### src/rtl/spi_burst_ctrl_if.sv
// rtl/spi_burst_ctrl_if.sv - host and SPI-engine signal bundle for the burst sequencer
interface spi_burst_ctrl_if #(
    parameter int FIFO_DEPTH = 8,
    parameter int LVL_W      = $clog2(FIFO_DEPTH) + 1
);
    // host side
    logic             tx_wr;
    logic [7:0]       tx_data;
    logic             tx_full;
    logic [LVL_W-1:0] tx_level;
    logic             rx_rd;
    logic [7:0]       rx_data;
    logic             rx_empty;
    logic [LVL_W-1:0] rx_level;
    logic             go;
    logic             abort;
    logic             clr_ovf;
    logic             active;
    logic             rx_ovf;
    logic             tx_ovf;
    // byte engine side
    logic             cs_n;
    logic             spi_start;
    logic [7:0]       spi_data_in;
    logic [7:0]       spi_data_out;
    logic             spi_busy;
    logic             spi_new_data;

    modport master (
        output tx_wr, tx_data, rx_rd, go, abort, clr_ovf,
        output spi_data_out, spi_busy, spi_new_data,
        input  tx_full, tx_level, rx_data, rx_empty, rx_level,
        input  active, rx_ovf, tx_ovf, cs_n, spi_start, spi_data_in
    );

    modport slave (
        input  tx_wr, tx_data, rx_rd, go, abort, clr_ovf,
        input  spi_data_out, spi_busy, spi_new_data,
        output tx_full, tx_level, rx_data, rx_empty, rx_level,
        output active, rx_ovf, tx_ovf, cs_n, spi_start, spi_data_in
    );
endinterface

### src/rtl/spi_burst_ctrl.sv
// rtl/spi_burst_ctrl.sv - TX/RX byte FIFOs and burst sequencer in front of the SPI byte engine
module spi_burst_ctrl #(
    parameter int FIFO_DEPTH = 8,
    parameter int CS_DELAY   = 4,
    parameter int LVL_W      = $clog2(FIFO_DEPTH) + 1
) (
    input  logic           clk,
    input  logic           rst,
    spi_burst_ctrl_if.slave bus
);
    localparam int PTR_W = $clog2(FIFO_DEPTH);
    localparam int CNT_W = (CS_DELAY > 1) ? $clog2(CS_DELAY) : 1;
    localparam logic [CNT_W-1:0] CNT_LOAD = CNT_W'(CS_DELAY - 1);
    localparam logic [LVL_W-1:0] LVL_FULL = LVL_W'(FIFO_DEPTH);

    typedef enum logic [2:0] {
        S_IDLE,
        S_SETUP,
        S_ISSUE,
        S_WAIT,
        S_HOLD
    } state_t;

    state_t           state_q, state_d;
    logic [CNT_W-1:0] cnt_q, cnt_d;
    logic [7:0]       data_q, data_d;
    logic             spi_start_w;
    logic             rx_push_req_w;

    // TX FIFO
    logic [7:0]       tx_mem_q [FIFO_DEPTH];
    logic [PTR_W-1:0] tx_wptr_q, tx_rptr_q;
    logic [LVL_W-1:0] tx_cnt_q;
    logic             tx_full_w, tx_nonempty_w, tx_push_w, tx_pop_w, tx_drop_w;
    logic [7:0]       tx_head_w;

    // RX FIFO
    logic [7:0]       rx_mem_q [FIFO_DEPTH];
    logic [PTR_W-1:0] rx_wptr_q, rx_rptr_q;
    logic [LVL_W-1:0] rx_cnt_q;
    logic             rx_full_w, rx_nonempty_w, rx_push_w, rx_pop_w, rx_drop_w;

    logic             tx_ovf_q, rx_ovf_q;

    // A byte is only popped by the start pulse, which is only issued with TX non-empty.
    // Abort wins over a same-cycle write: the flushed FIFO does not take the byte.
    assign tx_full_w     = (tx_cnt_q == LVL_FULL);
    assign tx_nonempty_w = (tx_cnt_q != '0);
    assign tx_pop_w      = spi_start_w;
    assign tx_push_w     = bus.tx_wr && !bus.abort && (!tx_full_w || tx_pop_w);
    assign tx_drop_w     = bus.tx_wr && !bus.abort && tx_full_w && !tx_pop_w;
    assign tx_head_w     = tx_mem_q[tx_rptr_q];

    assign rx_full_w     = (rx_cnt_q == LVL_FULL);
    assign rx_nonempty_w = (rx_cnt_q != '0);
    assign rx_pop_w      = bus.rx_rd && rx_nonempty_w;
    assign rx_push_w     = rx_push_req_w && (!rx_full_w || rx_pop_w);
    assign rx_drop_w     = rx_push_req_w && rx_full_w && !rx_pop_w;

    // TX storage write; contents need no reset since only occupied slots are read
    always_ff @(posedge clk) begin
        if (tx_push_w) begin
            tx_mem_q[tx_wptr_q] <= bus.tx_data;
        end
    end

    // TX pointers and occupancy; abort empties the FIFO by catching the read pointer up
    always_ff @(posedge clk or posedge rst) begin
        if (rst) begin
            tx_wptr_q <= '0;
            tx_rptr_q <= '0;
            tx_cnt_q  <= '0;
        end else if (bus.abort) begin
            tx_rptr_q <= tx_wptr_q;
            tx_cnt_q  <= '0;
        end else begin
            if (tx_push_w) tx_wptr_q <= tx_wptr_q + PTR_W'(1);
            if (tx_pop_w)  tx_rptr_q <= tx_rptr_q + PTR_W'(1);
            if (tx_push_w && !tx_pop_w)      tx_cnt_q <= tx_cnt_q + LVL_W'(1);
            else if (!tx_push_w && tx_pop_w) tx_cnt_q <= tx_cnt_q - LVL_W'(1);
        end
    end

    // RX storage write
    always_ff @(posedge clk) begin
        if (rx_push_w) begin
            rx_mem_q[rx_wptr_q] <= bus.spi_data_out;
        end
    end

    // RX pointers and occupancy; abort leaves received bytes in place
    always_ff @(posedge clk or posedge rst) begin
        if (rst) begin
            rx_wptr_q <= '0;
            rx_rptr_q <= '0;
            rx_cnt_q  <= '0;
        end else begin
            if (rx_push_w) rx_wptr_q <= rx_wptr_q + PTR_W'(1);
            if (rx_pop_w)  rx_rptr_q <= rx_rptr_q + PTR_W'(1);
            if (rx_push_w && !rx_pop_w)      rx_cnt_q <= rx_cnt_q + LVL_W'(1);
            else if (!rx_push_w && rx_pop_w) rx_cnt_q <= rx_cnt_q - LVL_W'(1);
        end
    end

    // Sticky drop flags; a drop in the clearing cycle keeps the flag set
    always_ff @(posedge clk or posedge rst) begin
        if (rst) begin
            tx_ovf_q <= 1'b0;
            rx_ovf_q <= 1'b0;
        end else begin
            if (tx_drop_w)        tx_ovf_q <= 1'b1;
            else if (bus.clr_ovf) tx_ovf_q <= 1'b0;
            if (rx_drop_w)        rx_ovf_q <= 1'b1;
            else if (bus.clr_ovf) rx_ovf_q <= 1'b0;
        end
    end

    // Sequencer state, cs timing counter and the byte presented to the engine
    always_ff @(posedge clk or posedge rst) begin
        if (rst) begin
            state_q <= S_IDLE;
            cnt_q   <= '0;
            data_q  <= '0;
        end else begin
            state_q <= state_d;
            cnt_q   <= cnt_d;
            data_q  <= data_d;
        end
    end

    // Next state: the head byte is latched on entry to ISSUE so it is already
    // stable when the start pulse fires, and stays put through WAIT
    always_comb begin
        state_d       = state_q;
        cnt_d         = cnt_q;
        data_d        = data_q;
        spi_start_w   = 1'b0;
        rx_push_req_w = 1'b0;
        if (bus.abort) begin
            state_d = S_IDLE;
        end else begin
            case (state_q)
                S_IDLE: begin
                    if (bus.go && tx_nonempty_w) begin
                        state_d = S_SETUP;
                        cnt_d   = CNT_LOAD;
                    end
                end
                S_SETUP: begin
                    if (cnt_q == '0) begin
                        state_d = S_ISSUE;
                        data_d  = tx_head_w;
                    end else begin
                        cnt_d = cnt_q - CNT_W'(1);
                    end
                end
                S_ISSUE: begin
                    if (!bus.spi_busy) begin
                        spi_start_w = 1'b1;
                        state_d     = S_WAIT;
                    end
                end
                S_WAIT: begin
                    if (bus.spi_new_data) begin
                        rx_push_req_w = 1'b1;
                        if (tx_nonempty_w) begin
                            state_d = S_ISSUE;
                            data_d  = tx_head_w;
                        end else begin
                            state_d = S_HOLD;
                            cnt_d   = CNT_LOAD;
                        end
                    end
                end
                S_HOLD: begin
                    if (cnt_q == '0) begin
                        state_d = S_IDLE;
                    end else begin
                        cnt_d = cnt_q - CNT_W'(1);
                    end
                end
                default: state_d = S_IDLE;
            endcase
        end
    end

    assign bus.tx_full     = tx_full_w;
    assign bus.tx_level    = tx_cnt_q;
    assign bus.rx_data     = rx_nonempty_w ? rx_mem_q[rx_rptr_q] : 8'h00;
    assign bus.rx_empty    = !rx_nonempty_w;
    assign bus.rx_level    = rx_cnt_q;
    assign bus.active      = (state_q != S_IDLE);
    assign bus.cs_n        = (state_q == S_IDLE);
    assign bus.spi_start   = spi_start_w;
    assign bus.spi_data_in = data_q;
    assign bus.tx_ovf      = tx_ovf_q;
    assign bus.rx_ovf      = rx_ovf_q;
endmodule
### src/flat_wrapper.sv
// flat-port wrapper written by rule: the top's interface ports become plain ports
module spi_burst_ctrl_flat 
#(
    parameter int FIFO_DEPTH = 8,
    parameter int CS_DELAY   = 4,
    parameter int LVL_W      = $clog2(FIFO_DEPTH) + 1
)
  (clk, rst, bus_tx_wr, bus_tx_data, bus_rx_rd, bus_go, bus_abort, bus_clr_ovf, bus_spi_data_out, bus_spi_busy, bus_spi_new_data, bus_tx_full, bus_tx_level, bus_rx_data, bus_rx_empty, bus_rx_level, bus_active, bus_rx_ovf, bus_tx_ovf, bus_cs_n, bus_spi_start, bus_spi_data_in);
  spi_burst_ctrl_if #(.FIFO_DEPTH(FIFO_DEPTH), .LVL_W(LVL_W)) bus_i ();
  input  logic clk;
  input  logic rst;
  input wire logic [$bits(bus_i.tx_wr)-1:0] bus_tx_wr;
  input wire logic [$bits(bus_i.tx_data)-1:0] bus_tx_data;
  input wire logic [$bits(bus_i.rx_rd)-1:0] bus_rx_rd;
  input wire logic [$bits(bus_i.go)-1:0] bus_go;
  input wire logic [$bits(bus_i.abort)-1:0] bus_abort;
  input wire logic [$bits(bus_i.clr_ovf)-1:0] bus_clr_ovf;
  input wire logic [$bits(bus_i.spi_data_out)-1:0] bus_spi_data_out;
  input wire logic [$bits(bus_i.spi_busy)-1:0] bus_spi_busy;
  input wire logic [$bits(bus_i.spi_new_data)-1:0] bus_spi_new_data;
  output wire logic [$bits(bus_i.tx_full)-1:0] bus_tx_full;
  output wire logic [$bits(bus_i.tx_level)-1:0] bus_tx_level;
  output wire logic [$bits(bus_i.rx_data)-1:0] bus_rx_data;
  output wire logic [$bits(bus_i.rx_empty)-1:0] bus_rx_empty;
  output wire logic [$bits(bus_i.rx_level)-1:0] bus_rx_level;
  output wire logic [$bits(bus_i.active)-1:0] bus_active;
  output wire logic [$bits(bus_i.rx_ovf)-1:0] bus_rx_ovf;
  output wire logic [$bits(bus_i.tx_ovf)-1:0] bus_tx_ovf;
  output wire logic [$bits(bus_i.cs_n)-1:0] bus_cs_n;
  output wire logic [$bits(bus_i.spi_start)-1:0] bus_spi_start;
  output wire logic [$bits(bus_i.spi_data_in)-1:0] bus_spi_data_in;
  assign bus_i.tx_wr = bus_tx_wr;
  assign bus_i.tx_data = bus_tx_data;
  assign bus_i.rx_rd = bus_rx_rd;
  assign bus_i.go = bus_go;
  assign bus_i.abort = bus_abort;
  assign bus_i.clr_ovf = bus_clr_ovf;
  assign bus_i.spi_data_out = bus_spi_data_out;
  assign bus_i.spi_busy = bus_spi_busy;
  assign bus_i.spi_new_data = bus_spi_new_data;
  assign bus_tx_full = bus_i.tx_full;
  assign bus_tx_level = bus_i.tx_level;
  assign bus_rx_data = bus_i.rx_data;
  assign bus_rx_empty = bus_i.rx_empty;
  assign bus_rx_level = bus_i.rx_level;
  assign bus_active = bus_i.active;
  assign bus_rx_ovf = bus_i.rx_ovf;
  assign bus_tx_ovf = bus_i.tx_ovf;
  assign bus_cs_n = bus_i.cs_n;
  assign bus_spi_start = bus_i.spi_start;
  assign bus_spi_data_in = bus_i.spi_data_in;
  spi_burst_ctrl #(.FIFO_DEPTH(FIFO_DEPTH), .CS_DELAY(CS_DELAY), .LVL_W(LVL_W)) u_core (.clk(clk), .rst(rst), .bus(bus_i));
endmodule
### config.mk
export PLATFORM = sky130hd
export DESIGN_NAME = spi_burst_ctrl_flat
export DESIGN_NICKNAME = d
export VERILOG_FILES = /design/src/rtl/spi_burst_ctrl_if.sv /design/src/rtl/spi_burst_ctrl.sv /design/src/flat_wrapper.sv
export SDC_FILE = /design/constraint.sdc
export NUM_CORES = 1
export LEC_CHECK = 0
export BUFFER_PORTS_ARGS = -buffer_cell sky130_fd_sc_hd__buf_4
export CAP_MARGIN = 25
export CORE_ASPECT_RATIO = 2
export CORE_MARGIN = 4
export CORE_UTILIZATION = 59
export DETAILED_ROUTE_END_ITERATION = 10
export HOLD_SLACK_MARGIN = 0.15
export MAX_ROUTING_LAYER = met4
export PLACE_DENSITY = 0.8
export SYNTH_ARGS = -nofsm -noshare
export SYNTH_HDL_FRONTEND = slang
export SYNTH_SLANG_ARGS = --single-unit
export TNS_END_PERCENT = 10
### constraint.sdc
create_clock -name clk -period 3.6 [get_ports clk]
set_input_delay 0.18 -clock clk [delete_from_list [all_inputs] [get_ports clk]]
set_output_delay 0.18 -clock clk [all_outputs]
set_load 0.02 [all_outputs]
==> results.md, run 1 <==
- Status: completed
- VDD IR max: 0.570 mV
- Final Hold Viols: 0
- Required time worst endpoint: 3.89 ns
- Skew-Pair Late Insertion Delay: 0.42 ns
- Final Cycle Share: 83.9%
- Global placer's final weighted congestion: 0.857
- Placed cells: 594
- Clock Path Buffers: 2
- Final slew viol count: 0
- CP Class: reg2reg
- Total Wirelength: 12.7 mm
- Die ar.: 13700 um2
- Final Non-Filler Cells: 650
- # setup viols final: 0
- Cell taking the most area after synthesis: edfxtp_1
- Post-route DRC: 0
- Commonest cells in the synthesized netlist: 128 x edfxtp_1, 35 x dfrtp_1, 26 x nor2_1
- WL/cell: 19.5 um
- Antenna violations before repair: 0
- Area share of the largest cell type after synthesis: 55.2%
- Final Instance Area: 8330 um2
- Fmax: 331 MHz
- Post-CTS Repair Setup Buffers: 0
- Routed vias: 3754
- Detail Placement HPWL: 8.67 mm
- DRT iter0 DRCs: 185
- Asr flop ratio synth: 21.5%
- Final Util: 72.9%
- Die W: 84.8 um
- Final critical-path required period: 3.02 ns
- Post-CTS sizing: 0
- First-pass GRT wire length: 20.8 mm
- NumNets Final: 532
- Initial Util: 61.0%
- Share of layout cells above drive strength 1: 28.0%
- Core Rows: 55
- Via/cell ratio: 5.78
- IO Count: 56
- Buffers on Ports: 55
- Worst-margin pin slew: 0.940 ns
- Core Area: 11400 um2
- Pleak: 3.11 nW
- Primary FF master, synth: edfxtp_1
- Total Neg Setup Slack: 0 ns
- Largest cells by area after synthesis: edfxtp_1 55%, dfrtp_1 13%, mux4_1 6.0%
- Syn. warnings: 0
- Cells along the critical path: nand4b_1, a311oi_2, ha_1, inv_1, ha_1, a21o_1, a2111oi_0, o31ai_1
- Pin count of the biggest net entering global routing: 36
- Synthesized cell area: 6970 um2
- Critical Path Sink Type: flip-flop
- Ant. Diodes: 0
- CTS tree: built
- Placed inst area: 7540 um2
- Synthesized flop and latch total: 163
- Area growth, synth to finish: 19.6%
- Hold Path Class: in2reg
- Slowest CP cell: dfrtp_1
- Global route overflow: 0
- Cts bufs inserted: 17
- PwrDens: 720 nW/um2
- Detailed Routing Iterations Pass 1: 4
- Mapped Nets: 440
- Worst stage delay on the critical path: 0.64 ns
- Tot Pwr: 6.00 mW
- Htree depth: 4
- Post-CTS Hold Fix Bufs: 24
- Number of flops mapped to enable cells by yosys: 128
- Clock net sink count: 163
- Clk_skew: 0.0109 ns
- Clk pin slew, worst setup/hold paths: 0.07 ns
- RSZ-0062 raised after global routing: false
- Vias in the first global route: 4023
- Seq/Total Area, Yosys: 67.8%
- Final ANT Viol Nets: 0
- Top-count cell post-synth: edfxtp_1
- Cells after synthesis: 403
- Netlist cell types: 51
- Max_cap viols: 0
- Chip Height: 162 um
- Gr usage total: 20.9%
- Worst path most repeated cell: ha_1
- Crit start category: flip-flop
- Syn avg cell area: 17.3 um2
- Max-slew headroom: 37.3%
- Worst Path Max Fanout: 15
- Clock root cell: clkbuf_16
- Arr. time, crit path: 3.31 ns
-- worst paths after layout --
path                            cells past startpoint                               endpoint  slack [ns]                                   from
worst max-delay path                                8     u_core.bus.rx_level[3]$_DFFE_PP0P_        0.58          u_core.state_q[0]$_DFFE_PP0P_
min in group asynchronous                           4  u_core.bus.spi_data_in[0]$_DFFE_PP0P_        0.41                                    rst
worst min register to register                      1  u_core.bus.spi_data_in[2]$_DFFE_PP0P_        0.51  u_core.bus.spi_data_in[2]$_DFFE_PP0P_
worst max register to register                      8     u_core.bus.rx_level[3]$_DFFE_PP0P_        0.58          u_core.state_q[0]$_DFFE_PP0P_
max in group asynchronous                           4     u_core.bus.rx_level[3]$_DFFE_PP0P_        2.81                                    rst
worst min-delay path                                4          u_core.state_q[0]$_DFFE_PP0P_        0.18                       bus_spi_new_data
-- cell families after synthesis --
logic type               count (synthesis)  synth area share, %
AND/OR/NAND/NOR                         88                 6.65
multiplexers                            65                 16.3
flip-flops                             163                 67.8
AO/OA/AOI/OAI                           30                 3.00
XOR/XNOR                                12                 1.51
buffers and inverters                   32                 2.26
adder cells (fa/ha/maj)                 13                 2.51
-- layer usage --
metal  track usage, %  vias up  wire length, um
li1                 -     1772                -
met1             21.1     1897             4450
met2             38.6       76             7740
met3             5.38        9              365
met4             6.56        0              135
met5                -        -                0
-- cell usage in the layout (no fill, tap or decap), drive strengths merged, types with 15 or more instances in the layout --
cell         count
nand2           17
edfxtp         128
dlygate4sd3     24
dfrtp           35
nor2            26
mux4            32
nor3            15
buf             66
mux2            20
inv             23
clkbuf          18
-- registers in the layout (all words and copies together), names as in the netlist --
signal / count
u_core.tx_rptr_q: 3
u_core.bus.tx_ovf: 1
u_core.bus.spi_data_in: 8
u_core.state_q: 3
u_core.rx_mem_q: 64
u_core.bus.rx_level: 4
u_core.cnt_q: 2
u_core.tx_wptr_q: 3
u_core.bus.tx_level: 4
u_core.bus.rx_ovf: 1
u_core.tx_mem_q: 64
u_core.rx_wptr_q: 3
u_core.rx_rptr_q: 3
-- metrics by stage --
| step | setup WS (ns) | hold WS (ns) |
|---|---|---|
| 6_report | 0.581 | 0.182 |
| 5_1_grt | 0.354 | 0.228 |
| 4_1_cts | 0.625 | 0.167 |
| 3_5_place_dp | 0.610 | 0.327 |
| 3_3_place_gp | 0.740 | 0.316 |
| 2_1_floorplan | 1.02 | 0.273 |
-- critical path: cells and delay by family (launching register included) --
kind | cells | cell delay (ns)
adders and majority gates | 2 | 0.59
AOI/OAI and AO/OA | 4 | 1.29
and+or+nand+nor | 1 | 0.24
DFF | 1 | 0.64
buffers and inverters | 1 | 0.12
-- layout make-up --
| cell class | instances | area [um2] |
|---|---|---|
| clock buffer | 18 | 429 |
| clock inverter | 14 | 119 |
| fill | 733 | 3090 |
| inverter | 15 | 56.3 |
| multi-input combinational | 208 | 2090 |
| sequential | 163 | 4720 |
| tap | 142 | 178 |
| timing repair buffer | 90 | 736 |
-- where the power goes --
| part | internal (mW) | leakage, nW | switching [mW] | total, mW |
|---|---|---|---|---|
| registers | 2.23 | 1.60 | 0.352 | 2.58 |
| logic | 0.943 | 1.25 | 0.815 | 1.76 |
| clock network | 0.903 | 0.264 | 0.752 | 1.66 |
(Power assumes the default switching activity.)
==> run 2: changes to the inputs <==
--- a/config.mk
+++ b/config.mk
@@ -9,11 +9,11 @@
 export CAP_MARGIN = 25
 export CORE_ASPECT_RATIO = 2
 export CORE_MARGIN = 4
-export CORE_UTILIZATION = 59
+export CORE_UTILIZATION = 54
 export DETAILED_ROUTE_END_ITERATION = 10
 export HOLD_SLACK_MARGIN = 0.15
 export MAX_ROUTING_LAYER = met4
-export PLACE_DENSITY = 0.8
+export PLACE_DENSITY = 0.77
 export SYNTH_ARGS = -nofsm -noshare
 export SYNTH_HDL_FRONTEND = slang
 export SYNTH_SLANG_ARGS = --single-unit
==> constraint.sdc (replaced) <==
create_clock -name clk -period 2.5 [get_ports clk]
set_input_delay 0.125 -clock clk [delete_from_list [all_inputs] [get_ports clk]]
set_output_delay 0.125 -clock clk [all_outputs]
set_load 0.02 [all_outputs]
==> run 2 against run 1 <==
Core utilization decreased by 4.7 points. Non-clock buffer count rose by 23. Total power rose by 50%. First-iteration DRC count increased by 1.1%.
==> results.md, run 2 (same netlist as run 1, synthesis figures left out) <==
- Final slew viol count: 0 (unchanged)
- Tot Pwr: 8.97 mW (+50%)
- Worst stage delay on the critical path: 0.39 ns (-0.25 ns)
- RSZ-0062 raised after global routing: true
- Chip Height: 169 um (+4.3%)
- Fmax: 408 MHz (+23%)
- Hold Path Class: in2reg
- Slowest CP cell: dfrtp_1
- PwrDens: 1040 nW/um2 (+45%)
- CTS tree: built
- Cts bufs inserted: 17 (unchanged)
- Final ANT Viol Nets: 0 (unchanged)
- Commonest non-fill, non-tap cell in the layout: edfxtp_1
- Via/cell ratio: 5.81 (+0.68%)
- Worst Hold Depth: 5 (+1)
- Antenna violations before repair: 0 (unchanged)
- Gr usage total: 21.0% (+0.10 points)
- WL/cell: 20.6 um (+5.8%)
- # setup viols final: 0 (unchanged)
- Initial Util: 55.2% (-5.8 points)
- Worst-margin pin slew: 0.779 ns (-0.161 ns)
- Int Power: 6.11 mW (+50%)
- Core Area: 12600 um2 (+11%)
- Global route overflow: 0 (unchanged)
- Status: completed
- Fill count: 854 (+17%)
- Seq pwr share: 39.7% (-3.4 points)
- Commonest cells after routing, fill and taps aside: 128 x edfxtp_1, 89 x buf_4, 34 x dfrtp_1
- Clock Path Buffers: 2 (unchanged)
- Buffers on Ports: 55 (unchanged)
- Gate power share: 32.7% (+3.4 points)
- Cells along the critical path: nand4b_1, a311oi_2, ha_2, inv_2, ha_1, a21o_1, a21oi_2, mux2i_1, o31ai_1
- Hold Slack: 0.189 ns (+0.00710 ns)
- Sw frac: 31.9% (-0.12 points)
- Pleak: 3.25 nW (+4.6%)
- Share of layout cells above drive strength 1: 33.2% (+5.3 points)
- Buffers & Inverters on Critical Path: 1 (unchanged)
- Total Neg Setup Slack: 0 ns (unchanged)
- Area growth, synth to finish: 23.7%
- Required time worst endpoint: 2.79 ns (-1.10 ns)
- Clk_skew: 0.00734 ns (-0.00352 ns)
- Crit start category: flip-flop
- Vias in the first global route: 4159 (+3.4%)
- IO Count: 56 (unchanged)
- Worst Path Max Fanout: 5 (-10)
- Clk pin slew, worst setup/hold paths: 0.07 ns (about the same)
- Die ar.: 14900 um2 (+8.6%)
- VDD IR max: 0.811 mV (+42%)
- Core Rows: 58 (+5.5%)
- Ant. Diodes: 0 (unchanged)
- Critical path depth: 9 (+1)
- Register area: 4720 um2 (about the same)
- Clock root cell: clkbuf_16
- Pin count of the biggest net entering global routing: 36 (unchanged)
- Clock power frac: 27.6% (about the same)
- Arr. time, crit path: 2.73 ns (-0.58 ns)
- Max-slew headroom: 48.1% (+11 points)
- First-pass GRT wire length: 22.5 mm (+8.2%)
- Top delay family on crit path: compound AO/OA/AOI/OAI gates
- Detailed Routing Iterations Pass 1: 4 (unchanged)
- Global placer's final weighted congestion: 0.897 (+4.7%)
- Final Hold Viols: 0 (unchanged)
- Post-route DRC: 0 (unchanged)
- Final critical-path required period: 2.45 ns (-0.571 ns)
- Htree depth: 4 (unchanged)
- Detail Placement HPWL: 9.40 mm (+8.5%)
- CP Class: reg2reg
- Final Util: 68.2% (-4.7 points)
- DRT iter0 DRCs: 187 (+1.1%)
- Register-to-Register Path Depth: 9 (+1)
- Multi-input logic area: 2180 um2 (+3.9%)
- Die W: 88.3 um (+4.1%)
- Skew-Pair Late Insertion Delay: 0.42 ns (about the same)
- Routed vias: 3954 (+5.3%)
- Clock net sink count: 163 (unchanged)
- Critical Path Sink Type: flip-flop
- NumNets Final: 555 (+4.3%)
- Final Cycle Share: 97.9% (+14 points)
- Net Sw Power: 2.86 mW (+49%)
- Total Wirelength: 14.0 mm (+11%)
- Max_cap viols: 0 (unchanged)
[run 2: changes by cell type in the layout (fill, tap and decap cells not counted), moves of 2 or more]
cell and delta:
a2111oi_0 -2, a21oi_1 -2, buf_4 +23, clkinv_4 +2, clkinvlp_4 -2, ha_1 -2
inv_6 +2, inv_8 -2
[run 2: worst paths after layout]
| path | slack, ns | from | to |
|---|---|---|---|
| setup reg to reg | 0.05 | u_core.state_q[2]$_DFFE_PP0P_ | u_core.bus.rx_level[3]$_DFFE_PP0P_ |
| hold / removal | 0.19 | bus_go | u_core.state_q[0]$_DFFE_PP0P_ |
| max in group asynchronous | 1.71 | rst | u_core.bus.rx_level[0]$_DFFE_PP0P_ |
| setup / recovery | 0.05 | u_core.state_q[2]$_DFFE_PP0P_ | u_core.bus.rx_level[3]$_DFFE_PP0P_ |
| min in group asynchronous | 0.38 | rst | u_core.bus.spi_data_in[2]$_DFFE_PP0P_ |
| hold reg to reg | 0.51 | u_core.rx_wptr_q[0]$_DFFE_PP0P_ | u_core.rx_wptr_q[0]$_DFFE_PP0P_ |
[run 2: metal layers]
| layer | routed length [um] | vias up | track usage [%] |
|---|---|---|---|
| met5 | 0 | - | - |
| met4 | 272 | 0 | 6.71 |
| met3 | 343 | 21 | 3.51 |
| met2 | 8500 | 89 | 38.9 |
| met1 | 4920 | 2025 | 21.8 |
| li1 | - | 1819 | - |
[run 2: stage by stage]
| step | instance area (um2) | setup WS [ns] | std cells |
|---|---|---|---|
| finish | 8620 | 0.0515 | 680 |
| global route | 8620 | -0.0291 | 680 |
| CTS | 8550 | 0.00367 | 678 |
| detailed placement | 7720 | -0.0276 | 623 |
| global placement | 7720 | 0.0588 | 623 |
| floorplan | 6970 | -0.0244 | 403 |
[run 2: power by group through the flow]
| stage | clock network [mW] | logic [mW] | registers (mW) |
|---|---|---|---|
| global placement | 0 | 2.73 | 3.59 |
| detailed placement | 0 | 2.82 | 3.61 |
| finish | 2.47 | 2.93 | 3.57 |
| CTS | 2.51 | 2.89 | 3.57 |
| floorplan | 0 | 1.92 | 3.57 |
| global route | 2.65 | 3.17 | 3.61 |
[run 2: cell type report]
class                           count  area share (%)
Clock buffer                       17            4.94
Inverter                           15           0.654
Tap cell                          150            2.18
Multi-Input combinational cell    208            25.3
Timing Repair Buffer              113            10.5
Sequential cell                   163            54.8
Clock inverter                     14            1.64
[run 2: worst min-delay path: cells and delay by family]
kind,cells,cell delay [ns]
AO/OA/AOI/OAI,2,0.22
buffers and inverters,2,0.17
AND/OR/NAND/NOR,1,0.05
[run 2: what timing repair did]
action                                 in CTS  in global routing
gates cloned                                0                  0
gates resized for setup                     4                  9
buffers inserted                            0                  2
hold buffers                               24                  0
pin swaps                                   1                  6
setup endpoints to repair                   1                 10
endpoints found under the hold margin     178                  0
